## config.mk

```make
export PLATFORM = sky130hd
export DESIGN_NAME = color_stabilizer_flat
export DESIGN_NICKNAME = d
export VERILOG_FILES = /design/src/rtl/colorDetect_pkg.sv /design/src/rtl/color_stabilizer_if.sv /design/src/rtl/color_stabilizer.sv /design/src/flat_wrapper.sv
export SDC_FILE = /design/constraint.sdc
export NUM_CORES = 1
export LEC_CHECK = 0
export BUFFER_PORTS_ARGS = -buffer_cell sky130_fd_sc_hd__buf_2
export CELL_PAD_IN_SITES_DETAIL_PLACEMENT = 1
export CELL_PAD_IN_SITES_GLOBAL_PLACEMENT = 2
export CORE_ASPECT_RATIO = 1.25
export CORE_MARGIN = 8
export CORE_UTILIZATION = 43
export CTS_CLUSTER_SIZE = 24
export DETAILED_ROUTE_END_ITERATION = 10
export GPL_ROUTABILITY_DRIVEN = 0
export MAX_ROUTING_LAYER = met4
export PLACE_DENSITY = 0.85
export RECOVER_POWER = 100
export SKIP_LAST_GASP = 1
export SLEW_MARGIN = 20
export SYNTH_ARGS = -nofsm -noshare
export SYNTH_HDL_FRONTEND = slang
export SYNTH_SLANG_ARGS = --single-unit
```

## constraint.sdc

```tcl
create_clock -name i_clk -period 12.2 [get_ports i_clk]
set_clock_uncertainty 0.05 [all_clocks]
set_input_delay 2.44 -clock i_clk [delete_from_list [all_inputs] [get_ports i_clk]]
set_output_delay 2.44 -clock i_clk [all_outputs]
set_load 0.05 [all_outputs]
```

## src/rtl/colorDetect_pkg.sv

```systemverilog
// Shared colour-detection types: colour codes, region count, stabiliser FSM states.
// Build option COLOR_STAB_HOLD_UNKNOWN_EN: CODE_UNKNOWN counts as "no evidence".
package colorDetect_pkg;

    typedef logic [2:0] color_t;

    localparam color_t CODE_RED     = 3'd0;
    localparam color_t CODE_ORANGE  = 3'd1;
    localparam color_t CODE_YELLOW  = 3'd2;
    localparam color_t CODE_GREEN   = 3'd3;
    localparam color_t CODE_BLUE    = 3'd4;
    localparam color_t CODE_WHITE   = 3'd5;
    localparam color_t CODE_UNKNOWN = 3'd7;

    localparam int NUM_REGIONS = 9;
    localparam int SNAP_W      = 3 * NUM_REGIONS;

`ifdef COLOR_STAB_HOLD_UNKNOWN_EN
    localparam bit HOLD_UNKNOWN = 1'b1;
`else
    localparam bit HOLD_UNKNOWN = 1'b0;
`endif

    typedef enum logic [1:0] {
        ST_IDLE,
        ST_SCAN,
        ST_DONE
    } stab_state_t;

endpackage

```

## src/rtl/color_stabilizer_if.sv

```systemverilog
// Frame strobe and raw region codes in; stabilised codes and status out.
interface color_stabilizer_if;
    import colorDetect_pkg::*;

    logic   i_frame_strobe;
    color_t i_color0;
    color_t i_color1;
    color_t i_color2;
    color_t i_color3;
    color_t i_color4;
    color_t i_color5;
    color_t i_color6;
    color_t i_color7;
    color_t i_color8;

    color_t o_color0;
    color_t o_color1;
    color_t o_color2;
    color_t o_color3;
    color_t o_color4;
    color_t o_color5;
    color_t o_color6;
    color_t o_color7;
    color_t o_color8;
    logic   o_update;
    logic   o_all_stable;
    logic   o_busy;
    logic   o_overrun;

    modport master (
        output i_frame_strobe,
        output i_color0, i_color1, i_color2,
        output i_color3, i_color4, i_color5,
        output i_color6, i_color7, i_color8,
        input  o_color0, o_color1, o_color2,
        input  o_color3, o_color4, o_color5,
        input  o_color6, o_color7, o_color8,
        input  o_update, o_all_stable,
        input  o_busy, o_overrun
    );

    modport slave (
        input  i_frame_strobe,
        input  i_color0, i_color1, i_color2,
        input  i_color3, i_color4, i_color5,
        input  i_color6, i_color7, i_color8,
        output o_color0, o_color1, o_color2,
        output o_color3, o_color4, o_color5,
        output o_color6, o_color7, o_color8,
        output o_update, o_all_stable,
        output o_busy, o_overrun
    );

endinterface

```

## src/rtl/color_stabilizer.sv

```systemverilog
// Temporal filter for nine region colour codes, one region per cycle per frame.
// Build option COLOR_STAB_HOLD_UNKNOWN_EN: unknown codes leave agreement untouched.
module color_stabilizer
    import colorDetect_pkg::*;
#(
    parameter int STABLE_FRAMES = 4,
    parameter int CNT_W         = 8
) (
    input  logic               i_clk,
    input  logic               i_rst,
    color_stabilizer_if.slave  bus
);

    typedef logic [CNT_W-1:0] cnt_t;

    localparam cnt_t SAT  = cnt_t'(STABLE_FRAMES);
    localparam logic [3:0] LAST = 4'(NUM_REGIONS - 1);

    stab_state_t state;
    stab_state_t state_nxt;

    logic [SNAP_W-1:0] snap;
    logic [3:0]        idx;
    logic [4:0]        base;

    color_t cand [NUM_REGIONS];
    cnt_t   cnt  [NUM_REGIONS];
    color_t outc [NUM_REGIONS];

    logic changed;
    logic upd_stage;
    logic update_q;
    logic all_stable_q;
    logic overrun_q;

    logic [NUM_REGIONS-1:0] at_sat;

    color_t cur_snap;
    color_t cand_nxt;
    cnt_t   cnt_nxt;
    color_t out_nxt;
    logic   chg_nxt;

    function automatic void region_step(
        input  color_t s,
        input  color_t c,
        input  cnt_t   n,
        input  color_t o,
        output color_t c_n,
        output cnt_t   n_n,
        output color_t o_n,
        output logic   chg
    );
        c_n = c;
        n_n = n;
        o_n = o;
        chg = 1'b0;
        if (!(HOLD_UNKNOWN && s == CODE_UNKNOWN)) begin
            if (s == c) begin
                if (n < SAT)
                    n_n = n + cnt_t'(1);
            end else begin
                c_n = s;
                n_n = cnt_t'(1);
            end
            if (n_n == SAT && o != c_n) begin
                o_n = c_n;
                chg = 1'b1;
            end
        end
    endfunction

    // region idx lives at bits [3*idx +: 3] of the snapshot
    assign base     = {1'b0, idx} + {idx, 1'b0};
    assign cur_snap = snap[base +: 3];

    always_comb begin
        cand_nxt = CODE_UNKNOWN;
        cnt_nxt  = '0;
        out_nxt  = CODE_UNKNOWN;
        chg_nxt  = 1'b0;
        region_step(cur_snap, cand[idx], cnt[idx], outc[idx],
                    cand_nxt, cnt_nxt, out_nxt, chg_nxt);
    end

    always_comb begin
        at_sat = '0;
        for (int i = 0; i < NUM_REGIONS; i++)
            at_sat[i] = (cnt[i] == SAT);
    end

    always_comb begin
        state_nxt = state;
        unique case (state)
            ST_IDLE: if (bus.i_frame_strobe) state_nxt = ST_SCAN;
            ST_SCAN: if (idx == LAST)        state_nxt = ST_DONE;
            ST_DONE:                         state_nxt = ST_IDLE;
            default:                         state_nxt = ST_IDLE;
        endcase
    end

    always_ff @(posedge i_clk or posedge i_rst) begin
        if (i_rst)
            state <= ST_IDLE;
        else
            state <= state_nxt;
    end

    always_ff @(posedge i_clk or posedge i_rst) begin
        if (i_rst) begin
            snap         <= {NUM_REGIONS{CODE_UNKNOWN}};
            idx          <= '0;
            changed      <= 1'b0;
            upd_stage    <= 1'b0;
            update_q     <= 1'b0;
            all_stable_q <= 1'b0;
            overrun_q    <= 1'b0;
            for (int i = 0; i < NUM_REGIONS; i++) begin
                cand[i] <= CODE_UNKNOWN;
                cnt[i]  <= '0;
                outc[i] <= CODE_UNKNOWN;
            end
        end else begin
            upd_stage <= 1'b0;
            update_q  <= upd_stage;
            if (state == ST_IDLE && bus.i_frame_strobe) begin
                snap <= {bus.i_color8, bus.i_color7, bus.i_color6,
                         bus.i_color5, bus.i_color4, bus.i_color3,
                         bus.i_color2, bus.i_color1, bus.i_color0};
                idx  <= '0;
            end
            // a strobe during a scan is dropped; the scan carries on
            if (state != ST_IDLE && bus.i_frame_strobe)
                overrun_q <= 1'b1;
            if (state == ST_SCAN) begin
                cand[idx] <= cand_nxt;
                cnt[idx]  <= cnt_nxt;
                outc[idx] <= out_nxt;
                if (chg_nxt)
                    changed <= 1'b1;
                idx <= idx + 4'd1;
            end
            if (state == ST_DONE) begin
                upd_stage    <= changed;
                changed      <= 1'b0;
                all_stable_q <= &at_sat;
            end
        end
    end

    assign bus.o_color0     = outc[0];
    assign bus.o_color1     = outc[1];
    assign bus.o_color2     = outc[2];
    assign bus.o_color3     = outc[3];
    assign bus.o_color4     = outc[4];
    assign bus.o_color5     = outc[5];
    assign bus.o_color6     = outc[6];
    assign bus.o_color7     = outc[7];
    assign bus.o_color8     = outc[8];
    assign bus.o_update     = update_q;
    assign bus.o_all_stable = all_stable_q;
    assign bus.o_busy       = (state != ST_IDLE);
    assign bus.o_overrun    = overrun_q;

endmodule

```

## src/flat_wrapper.sv

```systemverilog
// flat-port wrapper written by rule: the top's interface ports become plain ports
module color_stabilizer_flat import colorDetect_pkg::*;
#(
    parameter int STABLE_FRAMES = 4,
    parameter int CNT_W         = 8
)
  (i_clk, i_rst, bus_i_frame_strobe, bus_i_color0, bus_i_color1, bus_i_color2, bus_i_color3, bus_i_color4, bus_i_color5, bus_i_color6, bus_i_color7, bus_i_color8, bus_o_color0, bus_o_color1, bus_o_color2, bus_o_color3, bus_o_color4, bus_o_color5, bus_o_color6, bus_o_color7, bus_o_color8, bus_o_update, bus_o_all_stable, bus_o_busy, bus_o_overrun);
  color_stabilizer_if bus_i ();
  input  logic i_clk;
  input  logic i_rst;
  input wire logic [$bits(bus_i.i_frame_strobe)-1:0] bus_i_frame_strobe;
  input wire logic [$bits(bus_i.i_color0)-1:0] bus_i_color0;
  input wire logic [$bits(bus_i.i_color1)-1:0] bus_i_color1;
  input wire logic [$bits(bus_i.i_color2)-1:0] bus_i_color2;
  input wire logic [$bits(bus_i.i_color3)-1:0] bus_i_color3;
  input wire logic [$bits(bus_i.i_color4)-1:0] bus_i_color4;
  input wire logic [$bits(bus_i.i_color5)-1:0] bus_i_color5;
  input wire logic [$bits(bus_i.i_color6)-1:0] bus_i_color6;
  input wire logic [$bits(bus_i.i_color7)-1:0] bus_i_color7;
  input wire logic [$bits(bus_i.i_color8)-1:0] bus_i_color8;
  output wire logic [$bits(bus_i.o_color0)-1:0] bus_o_color0;
  output wire logic [$bits(bus_i.o_color1)-1:0] bus_o_color1;
  output wire logic [$bits(bus_i.o_color2)-1:0] bus_o_color2;
  output wire logic [$bits(bus_i.o_color3)-1:0] bus_o_color3;
  output wire logic [$bits(bus_i.o_color4)-1:0] bus_o_color4;
  output wire logic [$bits(bus_i.o_color5)-1:0] bus_o_color5;
  output wire logic [$bits(bus_i.o_color6)-1:0] bus_o_color6;
  output wire logic [$bits(bus_i.o_color7)-1:0] bus_o_color7;
  output wire logic [$bits(bus_i.o_color8)-1:0] bus_o_color8;
  output wire logic [$bits(bus_i.o_update)-1:0] bus_o_update;
  output wire logic [$bits(bus_i.o_all_stable)-1:0] bus_o_all_stable;
  output wire logic [$bits(bus_i.o_busy)-1:0] bus_o_busy;
  output wire logic [$bits(bus_i.o_overrun)-1:0] bus_o_overrun;
  assign bus_i.i_frame_strobe = bus_i_frame_strobe;
  assign bus_i.i_color0 = bus_i_color0;
  assign bus_i.i_color1 = bus_i_color1;
  assign bus_i.i_color2 = bus_i_color2;
  assign bus_i.i_color3 = bus_i_color3;
  assign bus_i.i_color4 = bus_i_color4;
  assign bus_i.i_color5 = bus_i_color5;
  assign bus_i.i_color6 = bus_i_color6;
  assign bus_i.i_color7 = bus_i_color7;
  assign bus_i.i_color8 = bus_i_color8;
  assign bus_o_color0 = bus_i.o_color0;
  assign bus_o_color1 = bus_i.o_color1;
  assign bus_o_color2 = bus_i.o_color2;
  assign bus_o_color3 = bus_i.o_color3;
  assign bus_o_color4 = bus_i.o_color4;
  assign bus_o_color5 = bus_i.o_color5;
  assign bus_o_color6 = bus_i.o_color6;
  assign bus_o_color7 = bus_i.o_color7;
  assign bus_o_color8 = bus_i.o_color8;
  assign bus_o_update = bus_i.o_update;
  assign bus_o_all_stable = bus_i.o_all_stable;
  assign bus_o_busy = bus_i.o_busy;
  assign bus_o_overrun = bus_i.o_overrun;
  color_stabilizer #(.STABLE_FRAMES(STABLE_FRAMES), .CNT_W(CNT_W)) u_core (.i_clk(i_clk), .i_rst(i_rst), .bus(bus_i));
endmodule
```

**Yosys cells after proc, flatten, opt, wreduce, memory -nomap -nowiden**

Index checks and enable logic that the tools add are counted.

- Flip-flop bits (word level): 164
- Bits of input ports: 30
- Output and inout bits: 31
- Word-level logic and storage cells: 102

- Add/sub/neg operators: 3
- $lt $le $gt $ge: 3
- Eq/ne operators: 17
- Shift-type cells: 1
- Multiplexer cells: 30
- Bitwise operators: 1
- Reductions and logical operators: 12

Operator list:

| operator | number |
|---|---|
| == test 8 x 3 -> 1 bit, second input constant | 10 |
| bitwise mux 72 bit | 1 |
| bitwise mux 27 bit | 2 |
| two-way mux 8 bit | 5 |
| binary-select mux 8 bit (select 4 bit) | 1 |
| demux 8 bit (select 4 bit) | 1 |
| variable part select 27 x 6 -> 3 bit | 1 |
| binary-select mux 3 bit (select 4 bit) | 2 |
| two-way mux 3 bit | 7 |
| demux 3 bit (select 4 bit) | 1 |
| AND reduction 9 bit | 1 |
| adder 8 x 1 -> 8 bit, second input constant | 1 |
| < comparator 8 x 3 -> 1 bit, second input constant | 1 |
| two-way mux 4 bit | 2 |
| nonzero test 2 bit | 4 |
| adder 4 x 5 -> 5 bit | 1 |
| >= comparator 5 bit, second input constant | 1 |
| < comparator 5 x 1 -> 1 bit, second input constant | 1 |
| two-way mux 1 bit | 5 |
| inverter 4 -> 5 bit | 1 |
| adder 4 x 1 -> 4 bit, second input constant | 1 |
| == test 4 bit, second input constant | 1 |
| logical AND 1 bit | 4 |
| two-way mux 2 bit | 2 |
| other kinds (9) | 10 |

**Longest topological paths before layout**

- Depth after elaboration: 13
- Depth in mapped cells: 17
- Gate-level depth less buffers: 10

**Worst setup path before layout**

No wires, ideal clock.

- Path kind: reg-to-reg
- From: reg u_core.idx[0]
- To: reg u_core.outc (netlist bit u_core.bus.o_color0[1])
- Library setup time: 73 ps
- Data arrival time: 4159 ps
- Data required time: 12077 ps
- Slack: 7918 ps
- Stages on the path, launching flop included: 16
- Path buffers: 6
- Period minus slack after synthesis: 4282 ps
- Cells stage by stage: dfrtp_1 buf_4 buf_4 buf_4 buf_2 inv_1 ha_1 clkbuf_1 clkbuf_1 mux4_2 mux4_2 mux2i_1 xor2_1 nand4_1 mux2_2 a21oi_1

- Word-level cells in the longest chain between the ends: 11
- Elaborated cells between the ends (all ways): 28
- Those cells by class: add/sub: 2; order compare: 3; eq/ne: 3; shift: 1; mux: 16; bitwise: 1; reduce/logical: 2

Ends and longest elaborated chain:

| item | RTL line | text |
|---|---|---|
| start: declaration | color_stabilizer.sv:23 | `logic [3:0] idx;` |
| start signal: assignment | color_stabilizer.sv:141 | `idx <= idx + 4'd1;` |
| inverter 4 -> 5 bit (not written as such) | color_stabilizer.sv:82, color_stabilizer.sv:138 |  |
| binary-select mux 8 bit (select 4 bit) | color_stabilizer.sv:82 | `region_step(cur_snap, cand[idx], cnt[idx], outc[idx],` |
| two-way mux 8 bit (not written as such) (2 in series) | color_stabilizer.sv:82 |  |
| adder 8 x 1 -> 8 bit / < comparator 8 x 3 -> 1 bit (equally long branches) | color_stabilizer.sv:61, color_stabilizer.sv:60 |  |
| two-way mux 8 bit | color_stabilizer.sv:60 | `if (n < SAT)` |
| two-way mux 8 bit | color_stabilizer.sv:59 | `if (s == c) begin` |
| == test 8 x 3 -> 1 bit | color_stabilizer.sv:66 | `if (n_n == SAT && o != c_n) begin` |
| logical AND 1 bit | color_stabilizer.sv:66 |  |
| two-way mux 3 bit | color_stabilizer.sv:66 |  |
| bitwise mux 27 bit * | color_stabilizer.sv:138 | `outc[idx] <= out_nxt;` |
| end signal: indexed assignment | color_stabilizer.sv:138 |  |
| end: declaration | color_stabilizer.sv:28 | `color_t outc [NUM_REGIONS];` |

Mark *: on every way between the ends. The rest lies on a longest branch, timed or not. The select of a mux whose other input is x is not followed.
A chain may end at the register's enable or synchronous reset.

**Worst setup path after layout**

- From: reg u_core.idx[0]
- To: reg u_core.outc (netlist bit u_core.bus.o_color8[0])

The elaborated chain is that of the path after synthesis.

==> results.toml <==
[logic_synthesis]
synthMuxAreaShare = 0.1754
synth_top_family_by_area = "multiplexers"
avgSynthCellArea_sq_um = 10.70
syn_area_sq_um = 8354
synth_edf_count = 0
async_reset_ff_frac = 1.000
syn_inst = 781
yosysWarnings = 0
ys.flop_type = "dfrtp_1"
synth_xor_area_frac = 0.01048
yosys-top-cells-area = "dfstp_2 (25%), dfrtp_1 (25%), mux4_2 (8.9%), o21ai_0 (6.8%), nand2_1 (6.1%)"
synth_compound_area_frac = 0.1279
synth_top_area_share = 0.2548
synth-simple-area-share = 0.1290
synth-seq-area-share = 0.5034
synth-seq-cells = 164
synth_top_area_cell = "dfstp_2"
synth_cell_type_count = 56
synth-adder-area-share = 0.02187
synth_nets = 825

[global_route]
grt_max_degree = 94
antenna_found_initial = 0
grt_pass1_wl_um = 39450
grt_pass1_vias = 7019
overflow = 0
grt_usage = 0.2186

[layout]
drive_gt1_frac = 0.2644
area_delta_synth_final_pct = 11.94
fillers = 2129
antenna_cells = 0
nets = 863

[setup_path]
critPathKind = "flop to flop"
cp_cell_sequence = "clkbuf_1 -> ha_1 -> fa_1 -> nand2_1 -> o22ai_1 -> o41a_1 -> mux2i_1 -> clkbuf_1 -> xor2_1 -> nand4_1 -> mux2i_1 -> a21oi_1"
cp_max_fo = 43
crit_slowest_cell = "clkbuf_1"
critical_path.startpoint_type = "flop"
cp.required_ns = 12.49
end_kind = "flop"
critical-path-top-delay-family = "buffers and inverters"
crit_arrival_ns = 8.15
slowest_delay_ns = 2.35
crit_buf_inv = 2

[timing]
rsz0062_at_grt = "no"
worst_pin_slew_ns = 4.029
slew_viol_final = 138
setup-violations-final = 0
clock.fmax_ghz = 0.1272
setup_tns_ns = 0
timing_hold_violations_final = 0
layout_min_cycle_time_ns = 7.864
finalCritPeriodShare = 0.6446
relSlewSlack = -1.686

[clock_tree]
cts_tree = "built"
clk_pin_slew_ns = 0.07
cts_resized = 0
clock_sinks = 164
cts_hold_buf = 0
cts_buffers = 17
post-cts-setup-buffer-count = 0
clock_path_buffers = 2
insertion_delay_ns = 0.44
h-tree-depth = 4
cts-root-buf = "clkbuf_16"

[outcome]
violations = "max-capacitance violations, max-slew violations"
status = "complete, but fails checks"

[detailed_routing]
wire_per_inst_um = 22.70
vias = 6379
drt_iter0_markers = 397
viasPerCell = 5.973
drc = 0
drtAntennaViolNets = 0
wl_um = 24250
drt-pass1-iter-count = 5

[floorplan]
dieHeight_um = 171.8
initial_core_util = 0.4339
core-area_sq_um = 19260
die_area_sq_um = 24170
pin_count = 61
die_w_um = 140.7
core.rowCount = 57

[run]
cap_violations = 2

[min_path]
hp-class = "flop to flop"

[place]
port_buffers = 60
hpwl_um = 16490
==> synthesized netlist by cell type, types with 3 or more instances <==
library cell / n
a21o_1: 9
a21oi_1: 36
a221o_1: 6
and3_1: 9
buf_2: 4
buf_4: 4
clkbuf_1: 39
dfrtp_1: 83
dfstp_2: 81
ha_1: 13
inv_1: 13
mux2_2: 35
mux2i_1: 30
mux4_2: 33
nand2_1: 135
nand3_1: 18
nand4_1: 8
nor2_1: 33
nor2b_1: 4
nor3_1: 5
nor4_1: 11
nor4b_1: 3
o21ai_0: 114
o221ai_1: 3
o22ai_1: 3
or2_1: 4
xnor2_1: 4
xor2_1: 6
==> routing by layer <==
layer / up-vias / global-route usage / share of wire
met3: 46 / 0.03443 / 0.030
met4: 0 / 0.09410 / 0.032
met1: 3307 / 0.2495 / 0.41
met5: - / - / 0
met2: 152 / 0.3772 / 0.53
li1: 2874 / - / -
==> cells by family (layout without fill, tap and decap cells) <==
family          Yosys count  after routing
buf+inv                  64            115
simple gates            240            240
compound gates          189            189
flops                   164            164
mux                     100            100
xor+xnor                 10             10
fa+ha+maj                14             14
==> layout make-up <==
class	instances	area, sq um	area share
sequential	164	4205	0.4497
multi-input combinational	553	3894	0.4164
clock buffer	21	481.7	0.05151
timing repair buffer	69	312.8	0.03345
tap	236	295.3	0.03158
clock inverter	11	108.9	0.01164
inverter	14	53.80	0.005753
==> flip-flops by register name, indices dropped and copies added (netlist names) <==
signal and count:
u_core.bus.o_overrun 1, u_core.bus.o_color7 3, u_core.bus.o_update 1, u_core.bus.o_color4 3
u_core.bus.o_color8 3, u_core.bus.o_color3 3, u_core.state 2, u_core.bus.o_color1 3
u_core.bus.o_all_stable 1, u_core.idx 4, u_core.cnt 72, u_core.bus.o_color5 3
u_core.upd_stage 1, u_core.snap 27, u_core.cand 27, u_core.bus.o_color0 3
u_core.bus.o_color6 3, u_core.bus.o_color2 3, u_core.changed 1
==> cells in the final DEF, fill, tap and decap left out, drive strengths merged, types with 2 or more instances in the layout <==
cell type and count:
a21o 9, a21oi 36, a221o 6, a22oi 2, and2 2, and3 9
buf 33, clkbuf 57, clkinv 2, clkinvlp 2, dfrtp 83, dfstp 81
ha 13, inv 20, mux2 35, mux2i 32, mux4 33, nand2 135
nand3 18, nand4 8, nor2 33, nor2b 4, nor3 5, nor3b 2
nor4 11, nor4b 3, o211ai 2, o21ai 116, o221ai 3, o22ai 3
o31ai 2, or2 4, xnor2 4, xor2 6
==> metrics by stage <==
step	hold slack [ns]	instance area [sq um]	worst slack, ns	util	instances
after floorplan	0.2812	8354	5.411	-	781
after global placement	0.2958	8811	7.258	0.4576	1036
after detailed placement	0.2963	8811	7.081	0.4576	1036
after CTS	0.3219	9402	7.050	0.4882	1068
after global routing	0.3242	9351	3.511	0.4856	1068
final	0.3164	9351	4.336	0.4856	1068
==> worst paths after layout <==
kind,slack [ns],to,start,depth (start not counted)
worst max-delay path,4.34,u_core.bus.o_color8[0],u_core.idx[0],12
worst min-delay path,0.32,u_core.bus.o_update,u_core.upd_stage,0
worst max register to register,4.34,u_core.bus.o_color8[0],u_core.idx[0],12
worst min register to register,0.32,u_core.bus.o_update,u_core.upd_stage,0
max in group asynchronous,6.69,u_core.cnt[8],i_rst,3
min in group asynchronous,3.09,u_core.cnt[37],i_rst,2
Power is not shown: default switching activity piles up to over one toggle a cycle in this logic, so the estimate is an artifact.
